### src/rtl/instr_seq_ctrl_pkg.sv
// Shared definitions for the instruction sequencer.
// Contents: opcode values, IR field positions, FSM state encoding and a control-opcode helper.
package instr_seq_ctrl_pkg;

    // Width of the oper field at the top of every instruction word.
    localparam int unsigned OPER_W = 5;

    // IR field positions: oper/rdst/rsrc1/mode/rsrc2/imm_data.
    localparam int unsigned OPER_MSB  = 31;
    localparam int unsigned OPER_LSB  = 27;
    localparam int unsigned RDST_MSB  = 26;
    localparam int unsigned RDST_LSB  = 22;
    localparam int unsigned RSRC1_MSB = 21;
    localparam int unsigned RSRC1_LSB = 17;
    localparam int unsigned MODE_BIT  = 16;
    localparam int unsigned RSRC2_MSB = 15;
    localparam int unsigned RSRC2_LSB = 11;
    localparam int unsigned IMM_MSB   = 15;
    localparam int unsigned IMM_LSB   = 0;

    // Datapath opcodes. The sequencer only forwards these with an exec strobe.
    localparam logic [OPER_W-1:0] OP_MOVSGPR  = 5'b00000;
    localparam logic [OPER_W-1:0] OP_MOV      = 5'b00001;
    localparam logic [OPER_W-1:0] OP_ADD      = 5'b00010;
    localparam logic [OPER_W-1:0] OP_SUB      = 5'b00011;
    localparam logic [OPER_W-1:0] OP_MUL      = 5'b00100;
    localparam logic [OPER_W-1:0] OP_OR       = 5'b00101;
    localparam logic [OPER_W-1:0] OP_AND      = 5'b00110;
    localparam logic [OPER_W-1:0] OP_XOR      = 5'b00111;
    localparam logic [OPER_W-1:0] OP_XNOR     = 5'b01000;
    localparam logic [OPER_W-1:0] OP_NAND     = 5'b01001;
    localparam logic [OPER_W-1:0] OP_NOR      = 5'b01010;
    localparam logic [OPER_W-1:0] OP_OPER_NOT = 5'b01011;

    // Control-flow opcodes handled entirely inside the sequencer.
    localparam logic [OPER_W-1:0] OP_JMP  = 5'b01100;
    localparam logic [OPER_W-1:0] OP_JZ   = 5'b01101;
    localparam logic [OPER_W-1:0] OP_JNZ  = 5'b01110;
    localparam logic [OPER_W-1:0] OP_HALT = 5'b01111;

    typedef enum logic [2:0] {
        ST_IDLE  = 3'd0,
        ST_FETCH = 3'd1,
        ST_LOAD  = 3'd2,
        ST_EXEC  = 3'd3,
        ST_DELAY = 3'd4,
        ST_NEXT  = 3'd5,
        ST_HALT  = 3'd6
    } seq_state_e;

    // True for opcodes the sequencer consumes itself (no exec strobe).
    function automatic logic is_ctrl_op(input logic [OPER_W-1:0] op);
        return (op == OP_JMP) || (op == OP_JZ) || (op == OP_JNZ) || (op == OP_HALT);
    endfunction

endpackage

### src/rtl/instr_seq_ctrl_delay_cnt.sv
// Settle-time counter for the DELAY state: cleared on load, counts while enabled.
// done is high once the count reaches EXEC_CYCLES-2.
module seq_delay_cnt #(
    parameter int unsigned EXEC_CYCLES = 4
) (
    input  logic clk,
    input  logic sysreset,
    input  logic load,
    input  logic en,
    output logic done
);

    localparam int unsigned CW   = (EXEC_CYCLES > 2) ? $clog2(EXEC_CYCLES - 1) : 1;
    localparam int unsigned LAST = (EXEC_CYCLES >= 2) ? (EXEC_CYCLES - 2) : 0;
    localparam logic [CW-1:0] LAST_C = CW'(LAST);

    logic [CW-1:0] cnt_q;
    logic [CW-1:0] cnt_d;

    // Next count: clear on load, advance while enabled, saturate at the terminal value.
    always_comb begin
        cnt_d = cnt_q;
        if (load) begin
            cnt_d = '0;
        end else if (en && (cnt_q != LAST_C)) begin
            cnt_d = cnt_q + {{(CW-1){1'b0}}, 1'b1};
        end else begin
            cnt_d = cnt_q;
        end
    end

    // Count register with synchronous reset.
    always_ff @(posedge clk) begin
        if (sysreset) begin
            cnt_q <= '0;
        end else begin
            cnt_q <= cnt_d;
        end
    end

    assign done = (cnt_q == LAST_C);

endmodule

### src/rtl/instr_seq_ctrl.sv
// Fetch/execute sequencer: owns the PC, fetches from progmem, holds IR and issues one
// exec strobe per datapath instruction. jmp/jz/jnz/halt are resolved here in NEXT.
// All outputs are registered from the next-state decode, so they line up with the state.
module instr_seq_ctrl
    import instr_seq_ctrl_pkg::*;
#(
    parameter int unsigned IW          = 32,
    parameter int unsigned PM_DEPTH    = 8,
    parameter int unsigned AW          = 3,
    parameter int unsigned EXEC_CYCLES = 4
) (
    input  logic          clk,
    input  logic          sysreset,
    input  logic          start,
    output logic          pm_rd,
    output logic [AW-1:0] pm_addr,
    input  logic [IW-1:0] pm_rdata,
    output logic [IW-1:0] ir,
    output logic          exec_en,
    input  logic          zero_flag,
    output logic [AW-1:0] pc,
    output logic          busy,
    output logic          halted
);

    localparam logic [AW:0] DEPTH_W = (AW+1)'(PM_DEPTH);

    seq_state_e    state_q, state_d;
    logic [AW-1:0] pc_q, pc_d;
    logic [IW-1:0] ir_q, ir_d;
    logic          pm_rd_q, pm_rd_d;
    logic [AW-1:0] pm_addr_q, pm_addr_d;
    logic          exec_en_q, exec_en_d;
    logic          busy_q, busy_d;
    logic          halted_q, halted_d;

    logic              cnt_load_s;
    logic              cnt_en_s;
    logic              cnt_done_s;
    logic [OPER_W-1:0] oper_s;
    logic [AW-1:0]     pc_inc_s;
    logic [AW-1:0]     pc_tgt_s;

    // Reduce an (AW+1)-bit value into 0..PM_DEPTH-1; inputs never reach 2*PM_DEPTH.
    function automatic logic [AW-1:0] wrap_pc(input logic [AW:0] v);
        logic [AW:0] t;
        if (v >= DEPTH_W) begin
            t = v - DEPTH_W;
        end else begin
            t = v;
        end
        return t[AW-1:0];
    endfunction

    assign oper_s   = ir_q[IW-1 -: OPER_W];
    assign pc_inc_s = wrap_pc({1'b0, pc_q} + {{AW{1'b0}}, 1'b1});
    assign pc_tgt_s = wrap_pc({1'b0, ir_q[AW-1:0]});

    seq_delay_cnt #(
        .EXEC_CYCLES (EXEC_CYCLES)
    ) u_delay_cnt (
        .clk      (clk),
        .sysreset (sysreset),
        .load     (cnt_load_s),
        .en       (cnt_en_s),
        .done     (cnt_done_s)
    );

    // State, PC, IR and registered-output flops; reset dominates start.
    always_ff @(posedge clk) begin
        if (sysreset) begin
            state_q   <= ST_IDLE;
            pc_q      <= '0;
            ir_q      <= '0;
            pm_rd_q   <= 1'b0;
            pm_addr_q <= '0;
            exec_en_q <= 1'b0;
            busy_q    <= 1'b0;
            halted_q  <= 1'b0;
        end else begin
            state_q   <= state_d;
            pc_q      <= pc_d;
            ir_q      <= ir_d;
            pm_rd_q   <= pm_rd_d;
            pm_addr_q <= pm_addr_d;
            exec_en_q <= exec_en_d;
            busy_q    <= busy_d;
            halted_q  <= halted_d;
        end
    end

    // Next-state, PC and IR selection, including branch resolution in NEXT.
    always_comb begin
        state_d    = state_q;
        pc_d       = pc_q;
        ir_d       = ir_q;
        cnt_load_s = 1'b0;
        cnt_en_s   = 1'b0;
        case (state_q)
            ST_IDLE, ST_HALT: begin
                if (start) begin
                    state_d = ST_FETCH;
                    pc_d    = '0;
                end else begin
                    state_d = state_q;
                end
            end
            ST_FETCH: state_d = ST_LOAD;
            ST_LOAD: begin
                ir_d    = pm_rdata;
                state_d = ST_EXEC;
            end
            ST_EXEC: begin
                cnt_load_s = 1'b1;
                if (EXEC_CYCLES > 1) begin
                    state_d = ST_DELAY;
                end else begin
                    state_d = ST_NEXT;
                end
            end
            ST_DELAY: begin
                cnt_en_s = 1'b1;
                if (cnt_done_s) begin
                    state_d = ST_NEXT;
                end else begin
                    state_d = ST_DELAY;
                end
            end
            ST_NEXT: begin
                state_d = ST_FETCH;
                case (oper_s)
                    OP_JMP: pc_d = pc_tgt_s;
                    OP_JZ: begin
                        if (zero_flag) begin
                            pc_d = pc_tgt_s;
                        end else begin
                            pc_d = pc_inc_s;
                        end
                    end
                    OP_JNZ: begin
                        if (!zero_flag) begin
                            pc_d = pc_tgt_s;
                        end else begin
                            pc_d = pc_inc_s;
                        end
                    end
                    OP_HALT: begin
                        state_d = ST_HALT;
                        pc_d    = pc_q;
                    end
                    default: pc_d = pc_inc_s;
                endcase
            end
            default: state_d = ST_IDLE;
        endcase
    end

    // Output decode from the upcoming state so the registered outputs track the state.
    always_comb begin
        pm_rd_d   = (state_d == ST_FETCH);
        exec_en_d = 1'b0;
        busy_d    = 1'b0;
        halted_d  = (state_d == ST_HALT);
        if (pm_rd_d) begin
            pm_addr_d = pc_d;
        end else begin
            pm_addr_d = '0;
        end
        if (state_d == ST_EXEC) begin
            exec_en_d = !is_ctrl_op(ir_d[IW-1 -: OPER_W]);
        end else begin
            exec_en_d = 1'b0;
        end
        case (state_d)
            ST_FETCH, ST_LOAD, ST_EXEC, ST_DELAY, ST_NEXT: busy_d = 1'b1;
            default:                                       busy_d = 1'b0;
        endcase
    end

    assign pm_rd   = pm_rd_q;
    assign pm_addr = pm_addr_q;
    assign ir      = ir_q;
    assign exec_en = exec_en_q;
    assign pc      = pc_q;
    assign busy    = busy_q;
    assign halted  = halted_q;

endmodule

### config.mk
export PLATFORM = sky130hd
export DESIGN_NAME = instr_seq_ctrl
export DESIGN_NICKNAME = d
export VERILOG_FILES = /design/src/rtl/instr_seq_ctrl_pkg.sv /design/src/rtl/instr_seq_ctrl_delay_cnt.sv /design/src/rtl/instr_seq_ctrl.sv
export SDC_FILE = /design/constraint.sdc
export NUM_CORES = 1
export LEC_CHECK = 0
export CORE_ASPECT_RATIO = 1.4
export CORE_MARGIN = 5
export CORE_UTILIZATION = 47
export DETAILED_ROUTE_END_ITERATION = 10
export PLACE_DENSITY = 0.85
export REMOVE_ABC_BUFFERS = 1
export SYNTH_ARGS = -nofsm -noshare
export SYNTH_HDL_FRONTEND = slang
export SYNTH_SLANG_ARGS = --single-unit
### constraint.sdc
create_clock -name clk -period 3.7 [get_ports clk]
set_input_delay 0.74 -clock clk [delete_from_list [all_inputs] [get_ports clk]]
set_output_delay 0.74 -clock clk [all_outputs]
set_load 0.03 [all_outputs]
==> flow_metrics.env <==
export IMPL_hold_buffers=0
export IMPL_critPathTopFamily="buffers and inverters"
export IMPL_die_w_um=65.79
export IMPL_fp_coreArea_um2=4239
export IMPL_start_kind="flop"
export IMPL_post_route_min_period_ns=2.200
export IMPL_io_buffers=77
export IMPL_required_ns=2.96
export IMPL_drt_pass1_iter_count=5
export IMPL_max_cap_violations=0
export IMPL_numCtsBuffers=5
export IMPL_worstHoldPathType="flop to flop"
export IMPL_cp_end_kind="primary output"
export IMPL_antenna_found_initial=0
export IMPL_postLayoutCoreUtil_pct=68.24
export IMPL_leakagePower_nw=1.061
export IMPL_cp_max_fo=7
export IMPL_grt_setup_unrepaired="no"
export IMPL_htreeDepth=2
export IMPL_cts_root_buf="clkbuf_8"
export IMPL_ys_warn_count=0
export IMPL_ios=78
export IMPL_synthCells=239
export IMPL_overflow=0
export IMPL_syn_avg_cell_area_um2=8.570
export IMPL_power_density_nw_per_um2=377.4
export IMPL_slowest_delay_ns=0.73
export IMPL_nets=349
export IMPL_diodes=0
export IMPL_groute_usage_overall_pct=17.87
export IMPL_final_cell_mix="77 x clkdlybuf4s50_1, 68 x nand2_1, 47 x dfxtp_1, 36 x a21oi_1, 12 x nor2_1"
export IMPL_crit_type="flop to primary output"
export IMPL_maxSlewViolCount=0
export IMPL_wl_met3_um=652
export IMPL_setup_viol=0
export IMPL_ys_async_sr_fraction_pct=0
export IMPL_initial_core_util_pct=48.32
export IMPL_hold_viol_final=0
export IMPL_synth_flop_cell="dfxtp_1"
export IMPL_syn_cell_area_um2=2048
export IMPL_hpwlAfterDp_um=3663
export IMPL_rows=28
export IMPL_tightest_slew_ns=1.065
export IMPL_ys_seq_elements=47
export IMPL_grt_pass1_vias=1855
export IMPL_avgViaCountPerCell=5.043
export IMPL_highest_layer="met4"
export IMPL_yosys_top_cells_area="dfxtp_1 46%, nand2_1 12%, a21oi_1 8.8%"
export IMPL_drive_gt1_share_pct=6.410
export IMPL_arrival_ns=1.46
export IMPL_clkTransAtPathRegs_ns=0.08
export IMPL_cts_resized=0
export IMPL_insertion_delay_ns=0.29
export IMPL_met1_length_um=1850
export IMPL_grt_pass1_wl_um=8107
export IMPL_finalWeightedCongestion=0.8674
export IMPL_synth_largest_area_cell="dfxtp_1"
export IMPL_layout_commonest_cell="clkdlybuf4s50_1"
export IMPL_timing_fmax_ghz=0.4546
export IMPL_synth_cell_types=41
export IMPL_finalCritPeriodShare_pct=59.45
export IMPL_tritoncts="done"
export IMPL_worstPathCellList="clkdlybuf4s50_1"
export IMPL_power_total_mw=1.092
export IMPL_synth_top_cell_area_share_pct=45.94
export IMPL_slew_headroom_pct=28.83
export IMPL_wire_per_inst_um=13.39
export IMPL_ant_nets=0
export IMPL_cts_sinks=47
export IMPL_synth_edff_count=0
export IMPL_area_growth_pct=41.23
export IMPL_dr_wl_met2_um=2401
export IMPL_drcViolationCount=0
export IMPL_critPathBufInv=1
export IMPL_status="finished clean"
export IMPL_die_area_um2=5797
export IMPL_vias=1876
export IMPL_finalWirelength_um=4980
export IMPL_drt_iter0_markers=42
export IMPL_ir_drop_v=0.0003423
export IMPL_yosysSeqAreaShare_pct=45.94
export IMPL_die_h_um=88.11
export IMPL_cts_buffer_depth=2
export IMPL_cts_setup_buffers=0
export IMPL_fin_setup_tns_ns=0
export IMPL_grt_max_degree=33
export IMPL_clock_skew_ns=0.008972
export IMPL_slowest_stage="clkdlybuf4s50_1"
metal layers:
metal | global-route usage, % | vias to the layer above
li1 | - | 958
met1 | 17.46 | 838
met2 | 30.20 | 72
met3 | 11.30 | 8
met4 | 6.792 | 0
met5 | 0 | -
per-stage QoR:
step	cells	hold slack (ns)	setup WS (ns)	area, µm²
floorplan	225	0.4963	2.046	1951
CTS	372	0.4582	1.477	2893
finish	372	0.4547	1.500	2893
global placement	364	0.4401	1.521	2811
global route	372	0.4841	1.426	2893
detailed placement	364	0.4486	1.491	2811
cells in the mapped netlist, drive strengths merged (2+ instances only):
library cell / number
a211oi: 4
a21oi: 36
a221oi: 3
a22oi: 2
a31o: 3
and3: 3
and3b: 2
buf: 9
clkbuf: 5
dfxtp: 47
ha: 2
inv: 5
nand2: 68
nand2b: 3
nand3b: 2
nand4: 2
nor2: 12
nor2b: 3
nor3: 4
nor3b: 4
nor4: 2
o21ai: 6
o31ai: 2
flip-flops by register name, indices dropped and copies added (netlist names), 2 cells and up:
name,count
ir,32
pc,3
pm_addr,3
state_q,3
u_delay_cnt.cnt_q,2
cells by family (layout without fill, tap and decap cells):
group | after synthesis | in the layout | share of synthesized area, %
AND/OR/NAND/NOR | 110 | 110 | 27.37
AO/OA/AOI/OAI | 60 | 60 | 19.36
flip-flops | 47 | 47 | 45.94
buffers and inverters | 19 | 92 | 5.681
adder cells (fa/ha/maj) | 2 | 2 | 1.222
XOR/XNOR | 1 | 1 | 0.4277
power breakdown:
group,total [mW],switching (mW),internal (mW)
logic,0.241,0.130,0.111
registers,0.559,0.0256,0.533
clock network,0.292,0.159,0.133
worst min-delay path: stages, from the launching register on:
cell and delay, ns:
dfxtp_1 0.31, nand2_1 0.05, a21oi_1 0.05
worst paths after layout:
check	start	endpoint	slack, ns	cells after the start
hold reg to reg	ir[7]$_SDFFE_PP0N_	ir[7]$_SDFFE_PP0N_	0.45	2
setup / recovery	ir[28]$_SDFF_PP0_	ir[28]	1.50	1
setup reg to reg	state_q[0]$_SDFF_PP0_	ir[15]$_SDFFE_PP0N_	1.67	4
hold / removal	ir[7]$_SDFFE_PP0N_	ir[7]$_SDFFE_PP0N_	0.45	2
cell type report:
class                   instances  area [µm²]
fillers                       331        1346
multi-input cells             173       991.0
flip-flops and latches         47       940.9
repair buffers                 79       785.8
clock buffers                   7       76.32
well taps                      60       75.07
inverters                       5       18.77
clock inverters                 1       5.005
Power figures use the tool's default switching activity.
